## src/rtl/lsu_mem_stage_if.sv

```systemverilog
// Data-memory bus between the load/store unit (master) and a multi-cycle
// memory (slave). The master holds mem_req and the command fields stable
// until the slave answers with a single-cycle mem_ack.
interface lsu_mem_stage_if #(
    parameter int DATA_W = 32,
    parameter int ADDR_W = 32
);
    logic              mem_req;
    logic              mem_we;
    logic [ADDR_W-1:0] mem_addr;
    logic [3:0]        mem_be;
    logic [DATA_W-1:0] mem_wdata;
    logic [DATA_W-1:0] mem_rdata;
    logic              mem_ack;

    modport master (
        output mem_req, mem_we, mem_addr, mem_be, mem_wdata,
        input  mem_rdata, mem_ack
    );

    modport slave (
        input  mem_req, mem_we, mem_addr, mem_be, mem_wdata,
        output mem_rdata, mem_ack
    );
endinterface

```

## src/rtl/lsu_mem_stage.sv

```systemverilog
// Memory-stage load/store unit. Turns the M-stage address/data/strobes into
// one req/ack bus transaction, stalls the whole pipeline until it finishes,
// aligns the load result and pulses FaultM on misalignment or timeout.
// Optional macro LSU_SIGNEXT_EN: when defined, sub-word loads with SignedM=1
// are sign-extended; otherwise every sub-word load is zero-extended.
module lsu_mem_stage #(
    parameter int DATA_W  = 32,
    parameter int ADDR_W  = 32,
    parameter int TIMEOUT = 16
) (
    input  logic              clk,
    input  logic              reset,
    input  logic              MemReadM,
    input  logic              MemWriteM,
    input  logic [1:0]        SizeM,
    input  logic              SignedM,
    input  logic [ADDR_W-1:0] ALUOutM,
    input  logic [DATA_W-1:0] WriteDataM,
    output logic [DATA_W-1:0] ReadDataM,
    output logic              StallMem,
    output logic              FaultM,
    lsu_mem_stage_if.master   bus
);

    typedef enum logic [1:0] {
        IDLE = 2'd0,
        BUSY = 2'd1,
        DONE = 2'd2
    } state_t;

    localparam int CNT_W = $clog2(TIMEOUT + 1);
    localparam logic [CNT_W-1:0] CNT_LAST = CNT_W'(TIMEOUT - 1);

    state_t            state_reg, state_next;
    logic [CNT_W-1:0]  cnt_reg;
    logic              req_reg, we_reg, fault_reg, signed_reg;
    logic [ADDR_W-1:0] addr_reg;
    logic [3:0]        be_reg;
    logic [DATA_W-1:0] wdata_reg, read_data_reg;
    logic [1:0]        offs_reg, size_reg;

    logic              op, misaligned, stall_raw, sign_en;
    logic              timed_out;
    logic [3:0]        be_next;
    logic [DATA_W-1:0] wdata_next, load_data, capture_data;
    logic [7:0]        rd_lane [4];
    logic [7:0]        rd_byte;
    logic [15:0]       rd_half;

    assign op        = MemReadM | MemWriteM;
    assign timed_out = (cnt_reg == CNT_LAST);

    // Alignment rules: byte always ok, half needs a[0]=0, word/reserved needs a[1:0]=0.
    always_comb begin
        misaligned = 1'b0;
        case (SizeM)
            2'b00:   misaligned = 1'b0;
            2'b01:   misaligned = ALUOutM[0];
            default: misaligned = ALUOutM[1] | ALUOutM[0];
        endcase
    end

    // Little-endian byte enables for the addressed lanes.
    always_comb begin
        be_next = 4'b1111;
        case (SizeM)
            2'b00:   be_next = 4'b0001 << ALUOutM[1:0];
            2'b01:   be_next = 4'b0011 << ALUOutM[1:0];
            default: be_next = 4'b1111;
        endcase
    end

    // Store data is replicated so whichever lanes are enabled carry the value;
    // read lanes are split out for the load extractor.
    for (genvar gi = 0; gi < 4; gi++) begin : g_lane
        assign wdata_next[8*gi +: 8] =
            (SizeM == 2'b00) ? WriteDataM[7:0] :
            (SizeM == 2'b01) ? WriteDataM[8*(gi%2) +: 8] :
                               WriteDataM[8*gi +: 8];
        assign rd_lane[gi] = bus.mem_rdata[8*gi +: 8];
    end

`ifdef LSU_SIGNEXT_EN
    assign sign_en = signed_reg;
`else
    // SignedM is accepted but has no effect in this build.
    assign sign_en = signed_reg & 1'b0;
`endif

    assign rd_byte = rd_lane[offs_reg];
    assign rd_half = offs_reg[1] ? {rd_lane[3], rd_lane[2]} : {rd_lane[1], rd_lane[0]};

    // Align the returned word to the requested size; stores return zero.
    always_comb begin
        load_data = bus.mem_rdata;
        case (size_reg)
            2'b00:   load_data = {{24{sign_en & rd_byte[7]}}, rd_byte};
            2'b01:   load_data = {{16{sign_en & rd_half[15]}}, rd_half};
            default: load_data = bus.mem_rdata;
        endcase
        capture_data = we_reg ? '0 : load_data;
    end

    // State register.
    always_ff @(posedge clk or negedge reset) begin
        if (!reset) begin
            state_reg <= IDLE;
        end else begin
            state_reg <= state_next;
        end
    end

    // Next-state logic; DONE always returns to IDLE so the access is not re-issued.
    always_comb begin
        state_next = state_reg;
        case (state_reg)
            IDLE:    if (op) state_next = misaligned ? DONE : BUSY;
            BUSY:    if (bus.mem_ack || timed_out) state_next = DONE;
            DONE:    state_next = IDLE;
            default: state_next = IDLE;
        endcase
    end

    // Stall output: the request cycle and every BUSY cycle hold the pipeline.
    always_comb begin
        stall_raw = 1'b0;
        case (state_reg)
            IDLE:    stall_raw = op;
            BUSY:    stall_raw = 1'b1;
            default: stall_raw = 1'b0;
        endcase
    end

    // Reset releases the pipeline immediately, even while an op is presented.
    assign StallMem = reset & stall_raw;

    // Bus command, timeout counter, load capture and fault pulse.
    always_ff @(posedge clk or negedge reset) begin
        if (!reset) begin
            req_reg       <= 1'b0;
            we_reg        <= 1'b0;
            addr_reg      <= '0;
            be_reg        <= '0;
            wdata_reg     <= '0;
            offs_reg      <= '0;
            size_reg      <= '0;
            signed_reg    <= 1'b0;
            cnt_reg       <= '0;
            read_data_reg <= '0;
            fault_reg     <= 1'b0;
        end else begin
            fault_reg <= 1'b0;
            case (state_reg)
                IDLE: begin
                    if (op) begin
                        if (misaligned) begin
                            fault_reg     <= 1'b1;
                            read_data_reg <= '0;
                        end else begin
                            req_reg    <= 1'b1;
                            we_reg     <= MemWriteM;
                            addr_reg   <= {ALUOutM[ADDR_W-1:2], 2'b00};
                            be_reg     <= be_next;
                            wdata_reg  <= wdata_next;
                            offs_reg   <= ALUOutM[1:0];
                            size_reg   <= SizeM;
                            signed_reg <= SignedM;
                            cnt_reg    <= '0;
                        end
                    end
                end
                BUSY: begin
                    cnt_reg <= cnt_reg + CNT_W'(1);
                    // An ack in the timeout cycle still counts as success.
                    if (bus.mem_ack) begin
                        req_reg       <= 1'b0;
                        read_data_reg <= capture_data;
                    end else if (timed_out) begin
                        req_reg       <= 1'b0;
                        fault_reg     <= 1'b1;
                        read_data_reg <= '0;
                    end
                end
                default: ;
            endcase
        end
    end

    assign bus.mem_req   = req_reg;
    assign bus.mem_we    = we_reg;
    assign bus.mem_addr  = addr_reg;
    assign bus.mem_be    = be_reg;
    assign bus.mem_wdata = wdata_reg;
    assign ReadDataM     = read_data_reg;
    assign FaultM        = fault_reg;

endmodule

```

## src/flat_wrapper.sv

```systemverilog
// flat-port wrapper written by rule: the top's interface ports become plain ports
module lsu_mem_stage_flat 
#(
    parameter int DATA_W  = 32,
    parameter int ADDR_W  = 32,
    parameter int TIMEOUT = 16
)
  (clk, reset, MemReadM, MemWriteM, SizeM, SignedM, ALUOutM, WriteDataM, ReadDataM, StallMem, FaultM, bus_mem_req, bus_mem_we, bus_mem_addr, bus_mem_be, bus_mem_wdata, bus_mem_rdata, bus_mem_ack);
  lsu_mem_stage_if #(.DATA_W(DATA_W), .ADDR_W(ADDR_W)) bus_i ();
  input  logic clk;
  input  logic reset;
  input  logic MemReadM;
  input  logic MemWriteM;
  input  logic [1:0] SizeM;
  input  logic SignedM;
  input  logic [ADDR_W-1:0] ALUOutM;
  input  logic [DATA_W-1:0] WriteDataM;
  output logic [DATA_W-1:0] ReadDataM;
  output logic StallMem;
  output logic FaultM;
  output wire logic [$bits(bus_i.mem_req)-1:0] bus_mem_req;
  output wire logic [$bits(bus_i.mem_we)-1:0] bus_mem_we;
  output wire logic [$bits(bus_i.mem_addr)-1:0] bus_mem_addr;
  output wire logic [$bits(bus_i.mem_be)-1:0] bus_mem_be;
  output wire logic [$bits(bus_i.mem_wdata)-1:0] bus_mem_wdata;
  input wire logic [$bits(bus_i.mem_rdata)-1:0] bus_mem_rdata;
  input wire logic [$bits(bus_i.mem_ack)-1:0] bus_mem_ack;
  assign bus_mem_req = bus_i.mem_req;
  assign bus_mem_we = bus_i.mem_we;
  assign bus_mem_addr = bus_i.mem_addr;
  assign bus_mem_be = bus_i.mem_be;
  assign bus_mem_wdata = bus_i.mem_wdata;
  assign bus_i.mem_rdata = bus_mem_rdata;
  assign bus_i.mem_ack = bus_mem_ack;
  lsu_mem_stage #(.DATA_W(DATA_W), .ADDR_W(ADDR_W), .TIMEOUT(TIMEOUT)) u_core (.clk(clk), .reset(reset), .MemReadM(MemReadM), .MemWriteM(MemWriteM), .SizeM(SizeM), .SignedM(SignedM), .ALUOutM(ALUOutM), .WriteDataM(WriteDataM), .ReadDataM(ReadDataM), .StallMem(StallMem), .FaultM(FaultM), .bus(bus_i));
endmodule
```

## config.mk

```make
export PLATFORM = sky130hd
export DESIGN_NAME = lsu_mem_stage_flat
export DESIGN_NICKNAME = d
export VERILOG_FILES = /design/src/rtl/lsu_mem_stage_if.sv /design/src/rtl/lsu_mem_stage.sv /design/src/flat_wrapper.sv
export SDC_FILE = /design/constraint.sdc
export NUM_CORES = 1
export LEC_CHECK = 0
export BUFFER_PORTS_ARGS = -buffer_cell sky130_fd_sc_hd__buf_4
export CELL_PAD_IN_SITES_DETAIL_PLACEMENT = 1
export CELL_PAD_IN_SITES_GLOBAL_PLACEMENT = 1
export CORE_MARGIN = 4
export CORE_UTILIZATION = 32
export DETAILED_ROUTE_END_ITERATION = 8
export GPL_TIMING_DRIVEN = 0
export HOLD_SLACK_MARGIN = 0.06
export PLACE_DENSITY_LB_ADDON = 0.12
export SYNTH_ARGS = -nofsm -noshare
export SYNTH_HDL_FRONTEND = slang
export SYNTH_SLANG_ARGS = --single-unit
```

## constraint.sdc

```tcl
create_clock -name clk -period 1.75 [get_ports clk]
set_input_delay 0.525 -clock clk [delete_from_list [all_inputs] [get_ports clk]]
set_output_delay 0.525 -clock clk [all_outputs]
set_load 0.01 [all_outputs]
```

==> run_results.csv, run 1 <==
group,metric,value,unit
yosys,synth_seq_area_share,0.558,
timing,hold_viol,0,
detailed_routing,drt-total-wl,18000,um
detailed_routing,top_layer,"met5",
timing,drv_slew,0,
layout,final_util,0.496,
layout,seq_area,2810,um2
yosys,synth_commonest_cells,"nand2_1 (150), dfrtp_1 (112), o21ai_0 (31), mux2i_1 (24), a22o_1 (22)",
worst_setup_path,ff2ff_setup_slack,-2,ps
worst_setup_path,start_kind,"register",
detailed_routing,drt-initial-drc-count,210,
place,dp.cells,917,
layout,fin_nets,841,
yosys,synth_edf_count,0,
timing,rsz0062_at_grt,"true",
die,ios,208,
yosys,synth_top_area_cell,"dfrtp_1",
power_and_ir_drop,power.density,1600,nW/um2
power_and_ir_drop,power_leakage,3.90,nW
die,initial_core_util,0.328,
clock_network,clk_pin_slew,80,ps
worst_setup_path,r2r_cells,7,
place,place_ws,-446,ps
yosys,syn_area,5020,um2
worst_setup_path,r2r-end,"u_core.ReadDataM[23]$_DFFE_PN0P_",
yosys,async_reset_ff_frac,1.00,
yosys,yosysWarnings,0,
worst_setup_path,crit_type,"reg2reg",
layout,num_antenna_cells,0,
die,die_x,133,um
clock_network,htreeDepth,3,
timing,fin_skew,13.6,ps
timing,relSlewSlack,0.334,
global_routing,antenna_found_initial,2,
die,num_rows,45,
clock_network,root_buffer,"clkbuf_16",
layout,stdcell_area,7600,um2
layout,nFillCells,1757,
timing,fin_setup_tns,-2.07,ps
job,max_cap_viol_count,0,
status,violations,"negative setup slack",
timing,finalCriticalPeriod,1750,ps
layout,multiInputGateArea,2120,um2
timing,fmax,571,MHz
die,die_area,17800,um2
layout,areaGrowthSynthToFinish,51.4,%
clock_network,cts.sinks,112,
clock_network,cts_buffer_depth,2,
timing,setup_viol,2,
worst_setup_path,cp_max_fo,8,
yosys,syn_area_per_cell,10.0,um2
clock_network,cts_tree,"yes",
yosys,syn_inst,501,
timing,hold_ws,80.4,ps
place,gp_congestion,0.854,
global_routing,grt_pass1_vias,4938,
yosys,synth-seq-cells,112,
worst_setup_path,cp.required,2000,ps
timing,worst_slew_pin_slew,996,ps
global_routing,track_usage,0.199,
timing,min_period_over_period,1.00,
detailed_routing,routedLengthMet1,7390,um
worst_setup_path,timing.rr.start,"u_core.cnt_reg[0]$_DFFE_PN0P_",
power_and_ir_drop,ir_drop,0.000740,V
detailed_routing,dr.pass1.iters,5,
worst_setup_path,critPathLaunch,"u_core.cnt_reg[0]$_DFFE_PN0P_",
die,core,15300,um2
detailed_routing,avgViaCountPerCell,4.96,
global_routing,grt_start_max_net_pins,46,
worst_setup_path,critPathTopFamily,"compound AO/OA/AOI/OAI gates",
timing,worst_slack,-1.82,ps
die,die_h,133,um
layout,final_cells,951,
place,dp_hpwl,12900,um
worst_setup_path,path_cells,"ha_2, and3_4, ha_4, nor2_4, o22a_4, buf_4, a22o_1",
yosys,synth.area.top_cells,"dfrtp_1 (56%), nand2_1 (11%), mux2i_1 (4.8%)",
place,place_area,6850,um2
worst_hold_path,hold_path_class,"in2async",
global_routing,overflow,0,
detailed_routing,met3_wirelength,1370,um
worst_setup_path,critPathArrivalTime,2000,ps
detailed_routing,wl_per_cell,18.9,um
status,status,"finished, violations left",
detailed_routing,vias,4718,
worst_setup_path,cp-end-kind,"register",
detailed_routing,dr_wl_met2,8950,um
place,io_buffer_count,203,
yosys,yosys_most_used_dff,"dfrtp_1",
global_routing,grt_pass1_wl,27700,um
layout,drive_gt1_frac,0.407,
detailed_routing,antenna_left,0,
yosys,yosys.cell_types.count,41,
yosys,synth_top_area_frac,0.558,
worst_setup_path,cp_num_buf_inv,1,
clock_network,insertion_delay,370,ps
worst_setup_path,crit_slowest_cell,"dfrtp_1",
detailed_routing,drc,0,
clock_network,cts_buffers,9,
worst_setup_path,cp_slowest_stage_delay,360,ps
power_and_ir_drop,total_power,12.2,mW
yosys,synth_most_common_cell,"nand2_1",
==> power by group <==
part	leakage, nW	switching [mW]	internal [mW]
clock	0.154	1.07	1.15
sequential	1.43	0.696	3.64
combinational	2.32	2.85	2.79
==> cells in the final DEF, fill, tap and decap left out, types with 5 or more instances in the layout <==
master,netlist,final
buf_4,5,219
nand2_1,150,150
dfrtp_1,112,110
o21ai_0,31,31
mux2i_1,24,24
a22o_1,22,22
a21oi_1,17,17
nor2_1,17,14
buf_2,19,13
o2bb2ai_1,19,12
clkbuf_16,0,12
a22oi_1,8,8
o2bb2ai_2,0,7
nand3b_1,6,6
mux2_2,6,6
inv_1,6,5
buf_6,2,5
clkbuf_1,10,5
a21o_1,6,5
a222oi_1,5,5
==> metal layers <==
metal	global-route usage	vias up
met5	0	-
met1	0.248	2353
met2	0.334	151
met3	0.0680	22
met4	0.0503	2
li1	-	2190
==> worst register-to-register path: cells and delay by family, from the launching register on <==
family,cells,cell delay (ps)
AO/OA/AOI/OAI,2,540
adder cells (fa/ha/maj),2,330
buffers and inverters,1,170
flip-flops,1,360
AND/OR/NAND/NOR,2,250
==> layout make-up <==
class / instances / area share
repair buffers: 224 / 0.243
clock inverters: 7 / 0.0115
multi-input cells: 348 / 0.279
inverters: 6 / 0.00296
clock buffers: 9 / 0.0296
flip-flops and latches: 112 / 0.369
plain buffers: 34 / 0.0304
well taps: 211 / 0.0347
==> kinds of logic after synthesis <==
| group | after synthesis | share of synthesized area |
|---|---|---|
| compound gates | 121 | 0.173 |
| fa+ha+maj | 2 | 0.00498 |
| buf+inv | 42 | 0.0429 |
| flops | 112 | 0.558 |
| mux | 30 | 0.0613 |
| other cells | 1 | 0.000747 |
| simple gates | 193 | 0.159 |
==> worst max-delay path by stage <==
| stage | depth (start not counted) | slack (ps) | end |
|---|---|---|---|
| floorplan | 7 | 50 | u_core.ReadDataM[10]$_DFFE_PN0P_ |
| global placement | 3 | -900 | StallMem |
| detailed placement | 6 | -450 | u_core.bus.mem_wdata[27]$_DFFE_PN0P_ |
| CTS | 7 | 4 | u_core.ReadDataM[29]$_DFFE_PN0P_ |
| global route | 7 | -50 | u_core.ReadDataM[31]$_DFFE_PN0P_ |
| finish | 7 | -2 | u_core.ReadDataM[23]$_DFFE_PN0P_ |
==> what timing repair did <==
action,in CTS,in global routing
gates resized for setup,15,35
pin swaps,4,22
cloned,3,3
buffers inserted,3,10
setup endpoints to repair,60,65
hold endpoints to repair,22,0
hold buffers,1,0
Note: power is estimated with default switching activity, not from simulation.
==> run 2: changes to the inputs <==
PLACE_DENSITY = 0.87   (was default)
PLACE_DENSITY_LB_ADDON = default   (was 0.12)
==> run_results.csv, run 2 (synthesis gave the netlist of run 1 again) <==
group,metric,value,unit
detailed_routing,top_layer,"met4",
layout,nFillCells,1788,
detailed_routing,met3_wirelength,1450,um
place,place_area,6850,um2
global_routing,grt_start_max_net_pins,41,
place,gp_congestion,0.856,
timing,hold_ws,109,ps
place,dp_hpwl,13300,um
power_and_ir_drop,power_leakage,3.83,nW
die,core,15300,um2
detailed_routing,drt-initial-drc-count,211,
status,status,"finished, violations left",
layout,fin_nets,836,
layout,stdcell_area,7490,um2
worst_setup_path,cp-end-kind,"primary output",
timing,fmax,563,MHz
clock_network,cts_buffers,9,
timing,hold_viol,0,
worst_setup_path,cp_max_fo,6,
die,num_rows,45,
clock_network,htreeDepth,3,
layout,seq_area,2810,um2
die,die_h,133,um
clock_network,cts.sinks,112,
global_routing,track_usage,0.205,
timing,rsz0062_at_grt,"true",
clock_network,cts_buffer_depth,2,
power_and_ir_drop,ir_drop,0.000644,V
detailed_routing,vias,4719,
die,die_area,17800,um2
global_routing,grt_pass1_wl,28700,um
clock_network,insertion_delay,350,ps
layout,mostFrequentLayoutCell,"buf_4",
global_routing,grt_pass1_vias,5166,
layout,num_antenna_cells,0,
power_and_ir_drop,switchingPower,4.54,mW
worst_setup_path,critPathArrivalTime,1250,ps
detailed_routing,routedLengthMet1,7430,um
layout,final_cells,946,
timing,fin_skew,4.90,ps
power_and_ir_drop,sequentialPowerShare,0.360,
worst_setup_path,ff2ff_setup_slack,10,ps
place,dp.cells,917,
detailed_routing,avgViaCountPerCell,4.99,
layout,final_util,0.489,
layout,drive_gt1_frac,0.396,
place,place_ws,-499,ps
timing,drv_slew,0,
worst_setup_path,cp.required,1220,ps
detailed_routing,wl_per_cell,19.7,um
clock_network,clk_pin_slew,70,ps
power_and_ir_drop,pwr-share-comb,0.462,
timing,fin_setup_tns,-27.3,ps
detailed_routing,drc,0,
detailed_routing,dr.pass1.iters,5,
timing,min_period_over_period,1.02,
global_routing,overflow,0,
worst_hold_path,hold_path_class,"in2async",
die,initial_core_util,0.328,
timing,setup_viol,1,
layout,layout_common_cells,"buf_4 (213), nand2_1 (150), dfrtp_1 (110)",
timing,finalCriticalPeriod,1780,ps
clock_network,root_buffer,"clkbuf_16",
detailed_routing,drt-total-wl,18600,um
status,violations,"negative setup slack",
clock_network,cts_tree,"yes",
timing,relSlewSlack,0.603,
power_and_ir_drop,sw_frac_of_total,0.378,
die,ios,208,
timing,worst_slack,-27.3,ps
die,die_x,133,um
power_and_ir_drop,power.density,1610,nW/um2
detailed_routing,antenna_left,0,
worst_setup_path,crit_type,"in2out",
place,io_buffer_count,203,
layout,areaGrowthSynthToFinish,49.1,%
power_and_ir_drop,clock_power_share,0.178,
job,max_cap_viol_count,0,
power_and_ir_drop,p_int,7.49,mW
worst_setup_path,start_kind,"input port",
layout,multiInputGateArea,2090,um2
timing,worst_slew_pin_slew,595,ps
detailed_routing,dr_wl_met2,9290,um
power_and_ir_drop,total_power,12.0,mW
global_routing,antenna_found_initial,0,
## run 2: power by group through the flow
stage | logic (mW) | registers [mW] | clock network [mW]
floorplan | 2.08 | 4.69 | 0
global placement | 5.03 | 4.28 | 0
detailed placement | 5.17 | 4.33 | 0
CTS | 5.34 | 4.31 | 2.20
global route | 6.06 | 4.47 | 2.31
finish | 5.57 | 4.33 | 2.14
## run 2: path summary, 6_finish.rpt
kind | to | startpoint | cells past startpoint
setup / recovery | StallMem | MemWriteM | 5
hold / removal | u_core.bus.mem_wdata[21]$_DFFE_PN0P_ | reset | 2
setup reg to reg | u_core.ReadDataM[18]$_DFFE_PN0P_ | u_core.cnt_reg[0]$_DFFE_PN0P_ | 7
hold reg to reg | u_core.bus.mem_addr[21]$_DFFE_PN0P_ | u_core.bus.mem_addr[21]$_DFFE_PN0P_ | 2
max in group asynchronous | u_core.state_reg[0]$_DFFE_PN0P_ | reset | 2
min in group clk | u_core.bus.mem_addr[15]$_DFFE_PN0P_ | ALUOutM[15] | 3
## run 2: area by class of cell
type | count | area share
sequential | 112 | 0.375
multi-input combinational | 348 | 0.280
timing repair buffer | 218 | 0.236
tap | 211 | 0.0353
clock buffer | 11 | 0.0324
buffer | 35 | 0.0316
clock inverter | 5 | 0.00752
inverter | 6 | 0.00301
## run 2: worst max-delay path, cell delays in order
cell     delay [ps]
buf_4           120
or2_4           280
nor2_2          140
nor3b_4          60
buf_6           120
## run 2: repair_timing
item | in CTS | in global routing
buffers inserted | 2 | 7
setup endpoints to repair | 52 | 94
gates cloned | 4 | 0
hold buffers | 1 | 0
pin swaps | 5 | 23
resized for setup | 22 | 32
endpoints found under the hold margin | 33 | 0
## run 2: routing by layer
layer,vias to the layer above,track usage
met5,-,0
met4,0,0.0669
met3,27,0.0529
met2,177,0.356
met1,2335,0.248
li1,2180,-
